--- src/rtl/mem_arbiter.sv ---
// Arbitrates one single-port SRAM (1-cycle read latency) between instruction fetch and data access.
// Fixed priority favours D, and an anti-starvation counter lets IF win after MAX_WAIT denied cycles.
module mem_arbiter #(
    parameter int ADDR_W   = 16,
    parameter int MAX_WAIT = 4      // legal range 1..15
) (
    input  logic              clk,
    input  logic              rst,
    input  logic              if_req,
    input  logic [ADDR_W-1:0] if_addr,
    output logic              if_gnt,
    output logic              if_rvalid,
    output logic [31:0]       if_rdata,
    input  logic              d_req,
    input  logic [ADDR_W-1:0] d_addr,
    input  logic [3:0]        d_w_en,
    input  logic [31:0]       d_wdata,
    output logic              d_gnt,
    output logic              d_rvalid,
    output logic [31:0]       d_rdata,
    output logic [ADDR_W-1:0] mem_addr,
    output logic [3:0]        mem_w_en,
    output logic [31:0]       mem_wdata,
    input  logic [31:0]       mem_rdata
);

    typedef enum logic [1:0] {
        RESP_NONE,
        RESP_IF,
        RESP_DRD,
        RESP_DWR
    } resp_e;

    localparam logic [3:0] MAX_WAIT_C = 4'(MAX_WAIT);

    logic [3:0] starve_q, starve_d;
    resp_e      resp_q, resp_d;
    logic       if_rvalid_q, d_rvalid_q;
    logic       if_win;

    // IF wins when it has waited long enough or when D is idle; reset suppresses every grant.
    assign if_win = rst && if_req && ((starve_q == MAX_WAIT_C) || !d_req);

    // NOTE: every combinational output gets a default first, so no path leaves it unassigned
    // and no latch is inferred.
    always_comb begin
        if_gnt    = 1'b0;
        d_gnt     = 1'b0;
        mem_addr  = '0;
        mem_w_en  = 4'b0000;
        mem_wdata = 32'h0;
        if (if_win) begin
            if_gnt   = 1'b1;
            mem_addr = if_addr;
        end else if (rst && d_req) begin
            d_gnt     = 1'b1;
            mem_addr  = d_addr;
            mem_w_en  = d_w_en;
            mem_wdata = d_wdata;
        end
    end

    always_comb begin
        starve_d = starve_q;
        if (!if_req || if_gnt) begin
            starve_d = 4'd0;
        end else if (starve_q < MAX_WAIT_C) begin
            starve_d = starve_q + 4'd1;
        end

        resp_d = RESP_NONE;
        if (if_gnt) begin
            resp_d = RESP_IF;
        end else if (d_gnt) begin
            resp_d = (d_w_en == 4'b0000) ? RESP_DRD : RESP_DWR;
        end
    end

    // NOTE: state uses non-blocking assignments so every flop samples pre-edge values;
    // the asynchronous reset clears in-flight responses so a grant just before reset never answers.
    always_ff @(posedge clk or negedge rst) begin
        if (!rst) begin
            starve_q    <= 4'd0;
            resp_q      <= RESP_NONE;
            if_rvalid_q <= 1'b0;
            d_rvalid_q  <= 1'b0;
        end else begin
            starve_q    <= starve_d;
            resp_q      <= resp_d;
            if_rvalid_q <= (resp_d == RESP_IF);
            d_rvalid_q  <= (resp_d == RESP_DRD) || (resp_d == RESP_DWR);
        end
    end

    // Read data comes straight from the SRAM in the response cycle; write acks return zero.
    assign if_rvalid = if_rvalid_q;
    assign d_rvalid  = d_rvalid_q;
    assign if_rdata  = if_rvalid_q ? mem_rdata : 32'h0;
    assign d_rdata   = (resp_q == RESP_DRD) ? mem_rdata : 32'h0;

endmodule

--- config.mk ---
export PLATFORM = sky130hd
export DESIGN_NAME = mem_arbiter
export DESIGN_NICKNAME = d
export VERILOG_FILES = /design/src/rtl/mem_arbiter.sv
export SDC_FILE = /design/constraint.sdc
export NUM_CORES = 1
export LEC_CHECK = 0
export CAP_MARGIN = 20
export CORE_AREA = 2 2 87 89
export CTS_BUF_LIST = sky130_fd_sc_hd__clkbuf_4 sky130_fd_sc_hd__clkbuf_8
export CTS_CLUSTER_DIAMETER = 30
export DETAILED_ROUTE_END_ITERATION = 10
export DIE_AREA = 0 0 89 91
export GPL_ROUTABILITY_DRIVEN = 0
export GPL_TIMING_DRIVEN = 0
export HOLD_SLACK_MARGIN = 0.05
export PLACE_DENSITY_LB_ADDON = 0.15
export SYNTH_ARGS = -nofsm -noshare
export SYNTH_HDL_FRONTEND = slang
export SYNTH_SLANG_ARGS = --single-unit
--- constraint.sdc ---
create_clock -name clk -period 2 [get_ports clk]
set_input_delay 0.4 -clock clk [delete_from_list [all_inputs] [get_ports clk]]
set_output_delay 0.4 -clock clk [all_outputs]
set_load 0.005 [all_outputs]
==> run metrics <==
status=finished, violations left; failing checks=negative setup slack; utilization after layout=0.605; Final Critical Period=2120 ps; Post-Syn Instances=158; Worst Path Required=1600 ps; most frequent cells in the layout=138 x clkdlybuf4s50_1, 72 x buf_6, 65 x and2_1; Netlist Area Pre-Place=0.00121 mm2; number of diodes=0; Longest Clk Path Bufs=2; post-place setup slack=-1010 ps; # DRC=0; sequential fraction of the synthesis area=0.144; nets@finish=526; Vias/cell=4.02; Reg clk slew, reported paths=40 ps; vias=2,082; CTS sink cnt=7; Final Hold Fails=0; setup ws final=-118 ps; DR WL/cell=13.8 um; GRT Util Overall=0.158; CTS Buf Count=3; chip width=89 um; filler instances=646; worst path bufs/invs=5; final std cells w/o fill=518; chip height=91 um; GR Overflow Total=0; Slew Viols, Final=0; ANT nets after route=0; global-route wire length before repair=10,100 um; Lkg Pwr=2.28 nW; most common cell after layout, fill and taps aside=clkdlybuf4s50_1; slew margin rel.=0.608; Placed Area=0.00357 mm2; sum of negative setup slack=-2590 ps; Tightest Pin Transition=582 ps; number of global-route vias before repair=2,004; Starting Density=0.170; Crit. End Element=primary output; Slowest-stage cell, CP=dfrtp_1; unrepaired setup endpoints after global routing=true; Worst Setup Start Kind=flop; Initial DRT Pass Iterations=4; largest cells by area after synthesis=and2_1 51%, dfrtp_1 14%, a22o_2 9.9%, buf_6 4.6%, a22o_1 2.9%; Power Density=260 mW/mm2; worst skew pair latency=230 ps; Yosys reg bits=7; CTS tree=built; Crit path max-delay family=buffers and inverters; Peak Freq=0.472 GHz; hpwl dp=5560 um; Core Rows=31; Placeable Area=0.00714 mm2; Synth top area share=0.515; initial drt markers=67; Worst path max stage delay=380 ps; syn avg cell area=7.69 um2; area leader, netlist=and2_1; fraction of layout cells with a size suffix above 1=0.384; placed cell count=480; area grow syn2layout=256%; IO Port Bufs=223; WHS=519 ps; yosys warns=0; total power=1.12 mW; final setup vio count=48; root buffer cell=clkbuf_8; Design Area, Final=0.00432 mm2; Worst IR Drop VDD=0.000146 V; antenna violations before repair=0; Die ar.=0.00810 mm2; max cap viols=0; Period Utilization, post-route=1.06; pin count of the biggest net entering global routing=11; library cells used by synthesis=22; Top Ports=224; htree depth=1; hold crit path type=in -> reg; Worst EP arrival=1720 ps; Worst Skew=2.68 ps; routed wire length=7160 um; CP most frequent cell=buf_6; CP Max Fanout=4; CP Cell Sequence=inv_2 -> ha_4 -> nand3b_1 -> a21oi_2 -> buf_6 -> buf_6 -> buf_6 -> a22o_1 -> buf_2; Syn Nets=264; Worst Path Class, Setup=reg -> out
## synth_stat cells, drive strengths merged
cell type and number:
nor2 2, nor2b 1, nand2 3, xnor2 1
clkbuf 6, ha 2, mux2i 1, nor4 1
buf 7, and2 100, a22o 16, a41oi 1
a21oi 2, nor3b 3, inv 3, o21bai 1
nand3b 1, dfrtp 7
## repair_timing
action,in CTS,in global routing
pin swaps,21,28
buffers inserted,25,7
resized for setup,289,107
cloned,3,2
hold buffers,1,0
endpoints found under the hold margin,7,0
setup endpoints to repair,114,89
## tightest hold or removal path: stages
cell      delay, ps
buf_2           120
nand2_2          90
o21bai_1         80
## routing by layer
metal  wire (um)  GRT usage
met1        2220      0.147
met2        3970      0.318
met3         892     0.0455
met4          78     0.0423
met5           0          0
## where the power goes
group          total (mW)  leakage, nW  internal, mW  switching (mW)
sequential          0.161       0.0912         0.153         0.00830
combinational       0.744         2.17         0.529           0.215
clock               0.217       0.0262         0.152          0.0652
## final timing paths
| path | to | slack (ps) | depth (start not counted) | startpoint |
|---|---|---|---|---|
| worst min register to register | starve_q[3]$_DFFE_PN0P_ | 600 | 2 | starve_q[3]$_DFFE_PN0P_ |
| worst max-delay path | mem_addr[12] | -120 | 9 | starve_q[0]$_DFFE_PN0P_ |
| max in group asynchronous | if_rvalid$_DFF_PN0_ | 1090 | 2 | rst |
| worst min-delay path | resp_q[0]$_DFF_PN0_ | 520 | 3 | rst |
| worst max register to register | resp_q[0]$_DFF_PN0_ | 460 | 9 | starve_q[0]$_DFFE_PN0P_ |
| min in group asynchronous | starve_q[1]$_DFFE_PN0P_ | 640 | 2 | rst |
## registers in the layout (all words and copies together), names as in the netlist
register and count:
if_rvalid 1, d_rvalid 1, resp_q 1, starve_q 4
## final cells by class
class                      count  area [um2]  share of cell area
clock buffer                   4        48.8              0.0113
buffer                        11         119              0.0275
inverter                       3        11.3             0.00261
sequential                     7         176              0.0408
timing repair buffer         259        2710               0.626
tap                           99         124              0.0287
multi-input combinational    135        1130               0.263
## cell families after synthesis
logic type,after synthesis,synth area share
compound gates,20,0.168
xor+xnor,1,0.00721
fa+ha+maj,2,0.0206
buf+inv,16,0.0865
flops,7,0.144
mux,1,0.00824
simple gates,111,0.565
Power figures use the tool's default switching activity.
